===== src/rtl/des_key_schedule.sv =====
// Iterative DES key schedule: PC-1 on key load, then one C/D rotate plus PC-2 per
// delivered subkey, in encrypt order (K1..K16) or decrypt order (K16..K1).
//
// state | meaning
// IDLE  | no schedule active, key_ready_o high, waiting for key_valid_i
// RUN   | subkey_o/round_o presented, advances on subkey_ready_i
module des_key_schedule (
  input  logic        clk_i,
  input  logic        rst_i,
  input  logic        key_valid_i,
  output logic        key_ready_o,
  input  logic [63:0] key_i,
  input  logic        decrypt_i,
  output logic        subkey_valid_o,
  input  logic        subkey_ready_i,
  output logic [47:0] subkey_o,
  output logic [3:0]  round_o,
  output logic        last_o
);

  typedef enum logic {IDLE = 1'b0, RUN = 1'b1} state_t;

  localparam int PC1 [56] = '{
    57, 49, 41, 33, 25, 17,  9,  1, 58, 50, 42, 34, 26, 18,
    10,  2, 59, 51, 43, 35, 27, 19, 11,  3, 60, 52, 44, 36,
    63, 55, 47, 39, 31, 23, 15,  7, 62, 54, 46, 38, 30, 22,
    14,  6, 61, 53, 45, 37, 29, 21, 13,  5, 28, 20, 12,  4
  };

  localparam int PC2 [48] = '{
    14, 17, 11, 24,  1,  5,  3, 28, 15,  6, 21, 10,
    23, 19, 12,  4, 26,  8, 16,  7, 27, 20, 13,  2,
    41, 52, 31, 37, 47, 55, 30, 40, 51, 45, 33, 48,
    44, 49, 39, 56, 34, 53, 46, 42, 50, 36, 29, 32
  };

  // key_i[63] is FIPS key bit 1, so FIPS bit n lives at key_i[64-n].
  function automatic logic [55:0] pc1(input logic [63:0] k);
    logic [55:0] r;
    r = '0;
    for (int i = 0; i < 56; i++) r[55-i] = k[64-PC1[i]];
    return r;
  endfunction

  // cd[55] is C bit 1; result bit 47 is PC-2 output bit 1.
  function automatic logic [47:0] pc2(input logic [55:0] cd);
    logic [47:0] r;
    r = '0;
    for (int i = 0; i < 48; i++) r[47-i] = cd[56-PC2[i]];
    return r;
  endfunction

  // Schedule index 0..15 (round 1..16): rounds 1, 2, 9 and 16 shift by one.
  function automatic logic shift_two(input logic [3:0] idx);
    return !((idx == 4'd0) || (idx == 4'd1) || (idx == 4'd8) || (idx == 4'd15));
  endfunction

  function automatic logic [27:0] rotl(input logic [27:0] v, input logic two);
    return two ? {v[25:0], v[27:26]} : {v[26:0], v[27]};
  endfunction

  function automatic logic [27:0] rotr(input logic [27:0] v, input logic two);
    return two ? {v[1:0], v[27:2]} : {v[0], v[27:1]};
  endfunction

  state_t      state_q, state_d;
  logic [27:0] c_half_q, c_half_d;
  logic [27:0] d_half_q, d_half_d;
  logic        dec_q, dec_d;
  logic [47:0] subkey_q, subkey_d;
  logic [3:0]  round_q, round_d;
  logic        last_q, last_d;

  logic [55:0] cd0;
  logic [27:0] c_nxt, d_nxt;
  logic [3:0]  rnd_inc;
  logic        two;
  logic        load;

  logic        unused_parity;
  assign unused_parity = ^{key_i[56], key_i[48], key_i[40], key_i[32],
                           key_i[24], key_i[16], key_i[8], key_i[0]};

  always_ff @(posedge clk_i or posedge rst_i) begin
    if (rst_i) begin
      state_q  <= IDLE;
      c_half_q <= '0;
      d_half_q <= '0;
      dec_q    <= 1'b0;
      subkey_q <= '0;
      round_q  <= '0;
      last_q   <= 1'b0;
    end else begin
      state_q  <= state_d;
      c_half_q <= c_half_d;
      d_half_q <= d_half_d;
      dec_q    <= dec_d;
      subkey_q <= subkey_d;
      round_q  <= round_d;
      last_q   <= last_d;
    end
  end

  always_comb begin
    state_d  = state_q;
    c_half_d = c_half_q;
    d_half_d = d_half_q;
    dec_d    = dec_q;
    subkey_d = subkey_q;
    round_d  = round_q;
    last_d   = last_q;
    cd0      = pc1(key_i);
    rnd_inc  = round_q + 4'd1;
    c_nxt    = c_half_q;
    d_nxt    = d_half_q;
    two      = 1'b0;
    load     = 1'b0;

    case (state_q)
      IDLE: begin
        if (key_valid_i) begin
          state_d = RUN;
          dec_d   = decrypt_i;
          round_d = '0;
          last_d  = 1'b0;
          load    = 1'b1;
          // Decrypt starts from C0/D0 as-is because C16/D16 equal C0/D0.
          if (decrypt_i) begin
            c_nxt = cd0[55:28];
            d_nxt = cd0[27:0];
          end else begin
            c_nxt = rotl(cd0[55:28], 1'b0);
            d_nxt = rotl(cd0[27:0], 1'b0);
          end
        end
      end
      RUN: begin
        if (subkey_ready_i) begin
          if (last_q) begin
            state_d = IDLE;
            last_d  = 1'b0;
          end else begin
            load    = 1'b1;
            round_d = rnd_inc;
            last_d  = (rnd_inc == 4'd15);
            // Decrypt step r undoes encrypt round 17-r, i.e. schedule index 16-r.
            if (dec_q) begin
              two   = shift_two(4'd0 - rnd_inc);
              c_nxt = rotr(c_half_q, two);
              d_nxt = rotr(d_half_q, two);
            end else begin
              two   = shift_two(rnd_inc);
              c_nxt = rotl(c_half_q, two);
              d_nxt = rotl(d_half_q, two);
            end
          end
        end
      end
      default: state_d = IDLE;
    endcase

    if (load) begin
      c_half_d = c_nxt;
      d_half_d = d_nxt;
      subkey_d = pc2({c_nxt, d_nxt});
    end
  end

  assign key_ready_o    = (state_q == IDLE);
  assign subkey_valid_o = (state_q == RUN);
  assign subkey_o       = subkey_q;
  assign round_o        = round_q;
  assign last_o         = last_q;

endmodule


===== config.mk =====
export PLATFORM = sky130hd
export DESIGN_NAME = des_key_schedule
export DESIGN_NICKNAME = d
export VERILOG_FILES = /design/src/rtl/des_key_schedule.sv
export SDC_FILE = /design/constraint.sdc
export NUM_CORES = 1
export LEC_CHECK = 0
export CAP_MARGIN = 20
export CORE_UTILIZATION = 40
export DETAILED_ROUTE_END_ITERATION = 8
export PLACE_DENSITY_LB_ADDON = 0.2
export REMOVE_ABC_BUFFERS = 1
export SYNTH_ARGS = -nofsm -noshare
export SYNTH_HDL_FRONTEND = slang
export SYNTH_SLANG_ARGS = --single-unit
export TNS_END_PERCENT = 30

===== constraint.sdc =====
create_clock -name clk_i -period 2.9 [get_ports clk_i]
set_input_delay 0.29 -clock clk_i [delete_from_list [all_inputs] [get_ports clk_i]]
set_output_delay 0.29 -clock clk_i [all_outputs]
set_load 0.02 [all_outputs]

==> reports/results.md, run 1 <==
- **switching share of power** 53.2%
- **buffers added on ports** 115
- **CORE AREA** 16800 µm²
- **Worst Path Max Fanout** 28
- **multi-input combinational cell area** 4600 µm²
- **WHS** 0.406 ns
- **Critical Path Source Type** register
- **pin count of the biggest net entering global routing** 75
- **pins over their slew limit** 0
- **Setup violations, final** 0
- **root buffer selected by CTS** clkbuf_16
- **fin crit period** 2.56 ns
- **number of hold violations in the final report** 0
- **Cell Chain, Critical Path** ha_1 -> nand3b_1 -> a211o_1 -> o221a_2 -> or2_2 -> buf_4 -> a211oi_1
- **arrival time of the worst setup path** 2.79 ns
- **Achievable Freq** 391 MHz
- **category of the worst setup path capture point** register
- **result of the run** finished, final reports clean
- **Worst EP required** 3.14 ns
- **final weighted congestion in routability-driven placement** 0.818
- **total number of vias** 7316
- **global-route wire length before repair** 35.4 mm
- **setup repair after global routing missed its margin** false
- **post-layout total power** 6.08 mW
- **fraction of synthesis flops using an asynchronous set or reset pin** 100%
- **cell area power density** 746 nW/µm²
- **global-route usage over all layers** 24.3%
- **most frequently used flop master after synthesis** dfrtp_1
- **internal power summed over all cells** 2.84 mW
- **Routed wire per std cell** 17.6 µm
- **Warnings, synthesis** 0
- **total DRC errors in the routed layout** 0
- **largest stage delay on the critical path** 0.56 ns
- **dpl hpwl** 13.5 mm
- **detailed router's first-iteration violation count** 710
- **post-synthesis instance total** 990
- **fill cell count** 1689
- **diode count** 0
- **via density per instance** 5.98
- **width of the chip** 134 µm
- **post-layout instance count excluding filler cells** 1223
- **leading cell type in the layout, fill and taps excluded** nor2_1
- **effective utilization at floorplan** 41.4%
- **VDD IR-drop max** 1.11 mV
- **Clock Tree Buf Depth** 2
- **number of buffers inserted by hold repair at cts** 0
- **top library cells by usage in the layout, fill and taps aside** nor2_1, nand2_1, clkdlybuf4s50_1, dfrtp_1, nand4_1
- **die height** 134 µm
- **proportion of synthesized chip area in sequential cells** 22.7%
- **number of global-route vias before repair** 6680
- **Static Leak** 2.68 nW
- **Layout area overhead** 17.5%
- **cts repair resizes** 0
- **number of antenna violations at the first check in global routing** 0
- **clock network latency to the later pin of the worst-skew pair** 0.35 ns
- **Avg Cell Area, Syn** 7.01 µm²
- **number of placement rows** 47
- **clock edge transition at the registers on the reported setup and hold paths** 0.05 ns
- **share of layout cells above drive strength 1** 11.1%
- **placed cell count** 1207
- **kind of path behind the tightest hold check** input pin to async pin
- **transition time of the tightest slew-check pin** 0.777 ns
- **crit path max-delay cell type** dfrtp_1
- **number of placed I/O pins** 124
- **P_sw** 3.24 mW
- **class of the most critical setup path** register to register
- **number of levels in the clock H-tree** 3
- **Detailed Routing Iterations Pass 1** 5
- **fin crit share** 88.2%
- **total detailed-routing wirelength** 21.6 mm
- **worst clock skew** 0.00538 ns
- **number of post-CTS setup repair buffers** 0
- **Sequential cell area** 1580 µm²
- **CTS Buf Count** 9
- **number of distinct standard cells referenced by the synthesized netlist** 39
- **reported max-cap violation count** 0
- **total die area** 17900 µm²
- **EDFF count, synth** 0
- **post-synthesis instance area** 6940 µm²
- **flop and latch count out of synthesis** 63
- **fraction of power consumed by sequential logic** 23.6%
- **number of sinks driven by the clock tree** 63
- **clock group share of total power** 16.7%
- **portion of total power attributed to combinational logic** 59.8%
- **total congestion overflow after global routing** 0
- **nets** 1071
- **count of antenna-violating nets left after detailed routing** 0
- **CTS tree** built
- **worst max-slew margin expressed relative to the limit** 48.1%
synthesized netlist by cell type (14+ instances only):
cell type | instances | share of area (%)
o221ai_1 | 56 | 7.1
dfrtp_1 | 63 | 23
mux2_1 | 27 | 4.4
buf_4 | 51 | 5.5
a211oi_2 | 40 | 7.2
nor4_1 | 56 | 5.0
a211oi_1 | 16 | 1.7
nand2_1 | 120 | 6.5
buf_2 | 33 | 2.4
o21ai_0 | 26 | 1.9
nand4_1 | 57 | 5.1
nor2_1 | 287 | 16
mux2_2 | 29 | 4.7
clkbuf_1 | 35 | 1.9
buf_1 | 14 | 0.76
o21ai_1 | 35 | 2.5
registers in the layout, summed over array words and instances, names as in the netlist:
register        flops
c_half_q           27
subkey_o            2
dec_q               1
d_half_q           27
subkey_valid_o      1
round_o             4
last_o              1
worst paths after layout:
| kind | from | endpoint | slack [ns] | depth (start not counted) |
|---|---|---|---|---|
| min in group clk_i | decrypt_i | dec_q | 0.46 | 4 |
| hold reg to reg | last_o | subkey_valid_o | 0.59 | 1 |
| setup reg to reg | round_o[1] | d_half_q[10] | 0.34 | 7 |
| setup / recovery | round_o[1] | d_half_q[10] | 0.34 | 7 |
| max in group asynchronous | rst_i | dec_q | 1.82 | 3 |
| hold / removal | rst_i | round_o[0] | 0.41 | 2 |
routing by layer:
metal | wire, µm | part of all wire, % | GRT usage [%]
met4 | 245 | 1.1 | 6.31
met5 | 0 | 0 | 0
met3 | 1410 | 6.5 | 4.11
met1 | 10400 | 48 | 35.5
met2 | 9520 | 44 | 36.5
per-stage QoR:
| stage | setup WS [ns] | TNS, ns | utilization, % | cell area [µm²] |
|---|---|---|---|---|
| 6_report | 0.343 | 0 | 48.6 | 8150 |
| 5_1_grt | 0.139 | 0 | 48.6 | 8150 |
| 4_1_cts | 0.342 | 0 | 48.6 | 8150 |
| 3_5_place_dp | 0.356 | 0 | 47.1 | 7890 |
| 3_3_place_gp | 0.454 | 0 | 47.1 | 7890 |
| 2_1_floorplan | -2.12 | -118.90 | - | 6150 |
power groups by stage:
stage          sequential [mW]  combinational, mW  clock (mW)
2_1_floorplan             1.56               1.99           0
3_3_place_gp              1.44               3.55           0
3_5_place_dp              1.44               3.59           0
4_1_cts                   1.43               3.60        1.02
5_1_grt                   1.46               3.93        1.06
6_report                  1.43               3.63        1.01
kinds of logic after synthesis:
group | Yosys count | share of synthesized area (%)
buf+inv | 142 | 11.6
flops | 63 | 22.7
simple gates | 539 | 34.0
fa+ha+maj | 4 | 0.721
xor+xnor | 1 | 0.126
compound gates | 185 | 21.8
mux | 56 | 9.09
cell type report:
type,count,share of cell area (%)
clock inverters,1,0.0614
clock buffers,15,3.16
repair buffers,135,17.4
multi-input cells,785,56.4
well taps,220,3.38
flip-flops and latches,63,19.4
inverters,4,0.184
worst max-delay path, delay by kind of cell, from the launching register on:
kind                       cells  cell delay, ns
adders and majority gates      1            0.46
AOI/OAI and AO/OA              3            0.74
DFF                            1            0.56
and+or+nand+nor                2            0.41
buffers and inverters          1            0.27
No activity file was read; power rests on OpenSTA's default activity.
==> inputs of run 2 (changes only) <==
--- a/config.mk
+++ b/config.mk
@@ -7,9 +7,11 @@
 export LEC_CHECK = 0
 export CAP_MARGIN = 20
 export CORE_UTILIZATION = 40
+export CTS_CLUSTER_DIAMETER = 40
 export DETAILED_ROUTE_END_ITERATION = 8
 export PLACE_DENSITY_LB_ADDON = 0.2
 export REMOVE_ABC_BUFFERS = 1
+export SETUP_SLACK_MARGIN = 0.5
 export SYNTH_ARGS = -nofsm -noshare
 export SYNTH_HDL_FRONTEND = slang
 export SYNTH_SLANG_ARGS = --single-unit
==> run 2 against run 1 <==
Effect of this change: fmax grew 11%; critical path depth grew 1; first-iteration DRC count grew 18%; count of clock-buffer cells in the layout is the same; critical endpoint is now d_half_q[17]; largest cell class unchanged.
==> reports/results.md, run 2 (synthesized netlist as in run 1, its figures left out) <==
- **final weighted congestion in routability-driven placement** 0.818
- **fill cell count** 1689
- **result of the run** finished, final reports clean
- **kind of path behind the tightest hold check** input pin to async pin
- **leading cell type in the layout, fill and taps excluded** nor2_1
- **share of layout cells above drive strength 1** 11.8%
- **worst max-slew margin expressed relative to the limit** 48.0%
- **number of sinks driven by the clock tree** 63
- **total congestion overflow after global routing** 0
- **Detailed Routing Iterations Pass 1** 5
- **WHS** 0.411 ns
- **fin crit share** 79.6%
- **final worst slack** 0.593 ns
- **detailed router's first-iteration violation count** 839
- **Setup Slack @ Placement** 0.356 ns
- **CTS Buf Count** 9
- **largest stage delay on the critical path** 0.44 ns
- **count of buffer and inverter cells on the critical path** 2
- **portion of total power attributed to combinational logic** 60.6%
- **Cell Chain, Critical Path** inv_1 -> ha_1 -> nor2_1 -> a21oi_1 -> o221a_2 -> or2_2 -> buf_6 -> a211oi_1
- **number of levels in the clock H-tree** 3
- **cell area power density** 752 nW/µm²
- **crit path max-delay cell type** dfrtp_2
- **Static Leak** 2.70 nW
- **setup repair after global routing missed its margin** true
- **pins over their slew limit** 0
- **Setup violations, final** 0
- **effective utilization at floorplan** 41.4%
- **number of placed I/O pins** 124
- **total DRC errors in the routed layout** 0
- **top library cells by usage in the layout, fill and taps aside** nor2_1, nand2_1, clkdlybuf4s50_1, dfrtp_1, nand4_1
- **CORE AREA** 16800 µm²
- **worst clock skew** 0.00468 ns
- **total number of vias** 7382
- **total die area** 17900 µm²
- **number of hold violations in the final report** 0
- **diode count** 0
- **nets** 1075
- **P_sw** 3.27 mW
- **pin count of the biggest net entering global routing** 75
- **width of the chip** 134 µm
- **category of the worst setup path capture point** register
- **class of the most critical setup path** register to register
- **arrival time of the worst setup path** 2.55 ns
- **buffers added on ports** 115
- **clock group share of total power** 16.3%
- **Critical Path Source Type** register
- **die height** 134 µm
- **Sequential cell area** 1580 µm²
- **dpl hpwl** 13.5 mm
- **fin crit period** 2.31 ns
- **root buffer selected by CTS** clkbuf_16
- **number of buffers inserted by hold repair at cts** 0
- **number of placement rows** 47
- **CTS tree** built
- **Worst EP required** 3.14 ns
- **internal power summed over all cells** 2.90 mW
- **switching share of power** 53.0%
- **Routed wire per std cell** 17.7 µm
- **global-route usage over all layers** 24.2%
- **Clock Tree Buf Depth** 2
- **clock network latency to the later pin of the worst-skew pair** 0.34 ns
- **category of cells accounting for the largest share of critical-path delay** compound AO/OA/AOI/OAI gates
- **Worst Path Max Fanout** 28
- **VDD IR-drop max** 1.09 mV
- **multi-input combinational cell area** 4610 µm²
- **reported max-cap violation count** 0
- **Layout area overhead** 18.2%
- **count of antenna-violating nets left after detailed routing** 0
- **via density per instance** 6.02
- **Achievable Freq** 433 MHz
- **total detailed-routing wirelength** 21.8 mm
- **global-route wire length before repair** 35.3 mm
- **transition time of the tightest slew-check pin** 0.778 ns
- **number of global-route vias before repair** 6685
- **clock edge transition at the registers on the reported setup and hold paths** 0.05 ns
- **number of antenna violations at the first check in global routing** 0
- **fraction of power consumed by sequential logic** 23.1%
run 2: layer usage:
layer	vias to the layer above	GRT usage, %	part of all wire (%)
met4	0	6.31	1.0
met2	300	36.4	44
met3	26	4.11	6.7
met1	3515	35.5	48
met5	-	0	0
li1	3541	-	-
run 2: path summary, 6_finish.rpt:
kind	from	endpoint	slack, ns	cells past startpoint
max in group asynchronous	rst_i	dec_q	1.82	3
min	rst_i	round_o[0]	0.41	2
max	round_o[0]	d_half_q[17]	0.59	8
min reg2reg	last_o	subkey_valid_o	0.59	1
min in group clk_i	decrypt_i	dec_q	0.46	4
max reg2reg	round_o[0]	d_half_q[17]	0.59	8
run 2: power by group through the flow:
stage / logic [mW] / registers, mW / clock network [mW]
global route: 4.01 / 1.46 / 1.06
detailed placement: 3.59 / 1.44 / 0
floorplan: 1.99 / 1.56 / 0
CTS: 3.61 / 1.43 / 1.02
finish: 3.74 / 1.43 / 1.01
global placement: 3.55 / 1.44 / 0
run 2: per-stage QoR:
| stage | cell area [µm²] | total power [mW] | utilization (%) | instances | TNS, ns |
|---|---|---|---|---|---|
| after floorplan | 6150 | 3.55 | - | 852 | -118.90 |
| after global placement | 7890 | 4.99 | 47.1 | 1207 | 0 |
| after detailed placement | 7890 | 5.02 | 47.1 | 1207 | 0 |
| after CTS | 8160 | 6.06 | 48.7 | 1223 | 0 |
| after global routing | 8200 | 6.53 | 48.9 | 1227 | 0 |
| final | 8200 | 6.17 | 48.9 | 1227 | 0 |
run 2: final cells by class:
type	instances	area share, %
inverter	4	0.183
timing repair buffer	139	17.8
clock buffer	15	3.14
sequential	63	19.3
clock inverter	1	0.0610
tap	220	3.36
multi-input combinational	785	56.2
run 2: repair_timing:
action	4_1_cts	5_1_grt
pin swaps	0	0
setup buffers	0	4
resized for setup	4	2
setup endpoints to repair	56	51
==> inputs of run 3 (changes only) <==
==> constraint.sdc (replaced) <==
create_clock -name clk_i -period 2.34 [get_ports clk_i]
set_input_delay 0.234 -clock clk_i [delete_from_list [all_inputs] [get_ports clk_i]]
set_output_delay 0.234 -clock clk_i [all_outputs]
set_load 0.02 [all_outputs]
==> run 3 against run 2 <==
Effect of this change: cell area rose by 8.9%; clock skew rose by 0.0034 ns; routed wire length rose by 6.6%; core utilization rose by 4.3 points.
==> reports/results.md, run 3 (synthesized netlist as in run 1, its figures left out) <==
- **result of the run** finished, final reports clean
- **number of levels in the clock H-tree** 3
- **fill cell count** 1606
- **placed cell count** 1214
- **Sequential cell area** 1580 µm²
- **number of cell instances on the worst register-to-register path** 8
- **Layout area overhead** 28.6%
- **kind of path behind the tightest hold check** input pin to async pin
- **setup repair after global routing missed its margin** true
- **final worst slack** 0.251 ns
- **Cell Chain, Critical Path** ha_4 -> buf_4 -> nor2_4 -> a21oi_1 -> o221a_4 -> or2_4 -> clkbuf_16 -> a211oi_2
- **share of the core filled with cells in the final layout** 53.3%
- **fin crit share** 89.3%
- **CP Launch Point** round_o[0]
- **crit path max-delay cell type** dfrtp_2
- **Critical Path Sink** c_half_q[14]
- **effective utilization at floorplan** 41.4%
- **leading cell type in the layout, fill and taps excluded** nor2_1
- **dpl hpwl** 13.3 mm
- **Detailed Routing Iterations Pass 1** 5
- **reported max-cap violation count** 0
- **slack of the worst reg-to-reg path** 0.25 ns
- **CTS Buf Count** 9
- **total die area** 17900 µm²
- **Routed wire per std cell** 18.6 µm
- **category of the worst setup path capture point** register
- **total detailed-routing wirelength** 23.2 mm
- **transition time of the tightest slew-check pin** 0.591 ns
- **accumulated negative setup slack** 0 ns
- **clock edge transition at the registers on the reported setup and hold paths** 0.06 ns
- **total placed instance area** 7990 µm²
- **number of global-route vias before repair** 7011
- **post-route design area** 8930 µm²
- **diode count** 0
- **number of buffers inserted by hold repair at cts** 0
- **fin crit period** 2.09 ns
- **count of antenna-violating nets left after detailed routing** 0
- **Clock Tree Buf Depth** 2
- **Achievable Freq** 479 MHz
- **width of the chip** 134 µm
- **Worst EP required** 2.59 ns
- **Worst Path Max Fanout** 14
- **Setup Slack @ Placement** -0.00423 ns
- **number of antenna violations at the first check in global routing** 0
- **end of the worst register-to-register path** c_half_q[14]
- **nets** 1094
- **post-layout instance count excluding filler cells** 1246
- **root buffer selected by CTS** clkbuf_16
- **global-route wire length before repair** 36.3 mm
- **die height** 134 µm
- **Top Usage Layer GRT** met2
- **arrival time of the worst setup path** 2.34 ns
- **final weighted congestion in routability-driven placement** 0.807
- **detailed router's first-iteration violation count** 737
- **met3 global-route usage** 4.26%
- **via density per instance** 6.12
- **worst max-slew margin expressed relative to the limit** 60.6%
- **Static Leak** 2.94 nW
- **number of hold violations in the final report** 0
- **multi-input combinational cell area** 4910 µm²
- **pins over their slew limit** 0
- **VDD IR-drop max** 1.09 mV
- **top library cells by usage in the layout, fill and taps aside** nor2_1, nand2_1, clkdlybuf4s50_1, dfrtp_1, nand4_1
- **largest stage delay on the critical path** 0.46 ns
- **CTS tree** built
- **total congestion overflow after global routing** 0
- **clock network latency to the later pin of the worst-skew pair** 0.33 ns
- **launching point of the worst reg2reg path** round_o[0]
- **Critical Path Source Type** register
- **number of placement rows** 47
- **Setup violations, final** 0
- **number of sinks driven by the clock tree** 63
- **WHS** 0.313 ns
- **pin count of the biggest net entering global routing** 60
- **class of the most critical setup path** register to register
- **global routing usage on met1** 35.3%
- **number of placed I/O pins** 124
- **CORE AREA** 16800 µm²
- **cell area power density** 1050 nW/µm²
- **buffers added on ports** 115
- **share of layout cells above drive strength 1** 18.5%
- **global-route usage over all layers** 24.9%
- **total number of vias** 7621
- **post-layout total power** 9.37 mW
- **worst clock skew** 0.00806 ns
- **met2 global-route usage** 38.4%
- **total DRC errors in the routed layout** 0
==> run 3: power breakdown <==
group / leakage, nW / total [mW] / switching [mW] / internal, mW
Sequential: 0.600 / 1.81 / 0.500 / 1.31
Clock: 0.156 / 1.43 / 0.519 / 0.909
Combinational: 2.18 / 6.13 / 3.63 / 2.50
Total: 2.94 / 9.37 / 4.65 / 4.72
==> run 3: worst min-delay path by stage <==
stage | from | endpoint | slack [ns]
floorplan | decrypt_i | dec_q | 0.34
global placement | last_o | subkey_valid_o | 0.57
detailed placement | last_o | subkey_valid_o | 0.57
CTS | rst_i | round_o[3] | 0.32
global route | rst_i | subkey_valid_o | 0.37
finish | rst_i | round_o[3] | 0.31
==> run 3: cell type report <==
class / instances / area share [%]
well taps: 220 / 3.08
multi-input cells: 785 / 55.0
flip-flops and latches: 63 / 17.7
inverters: 4 / 0.196
clock inverters: 3 / 0.448
repair buffers: 158 / 20.5
clock buffers: 13 / 3.03
==> run 3: routing by layer <==
metal | wire length [µm] | up-vias
met5 | 0 | -
met4 | 284 | 0
met3 | 1680 | 30
met2 | 10600 | 371
met1 | 10600 | 3626
li1 | - | 3594
==> run 3: worst max-delay path, delay by kind of cell, from the launching register on <==
family,cells,cell delay (ns)
buf+inv,2,0.37
fa+ha+maj,1,0.20
simple gates,2,0.43
flops,1,0.46
compound gates,3,0.55
==> run 3: what timing repair did <==
action | CTS | global route
setup buffers | 7 | 2
gates resized for setup | 36 | 37
endpoints found under the setup margin | 57 | 59
gates cloned | 3 | 4
pin swaps | 5 | 4
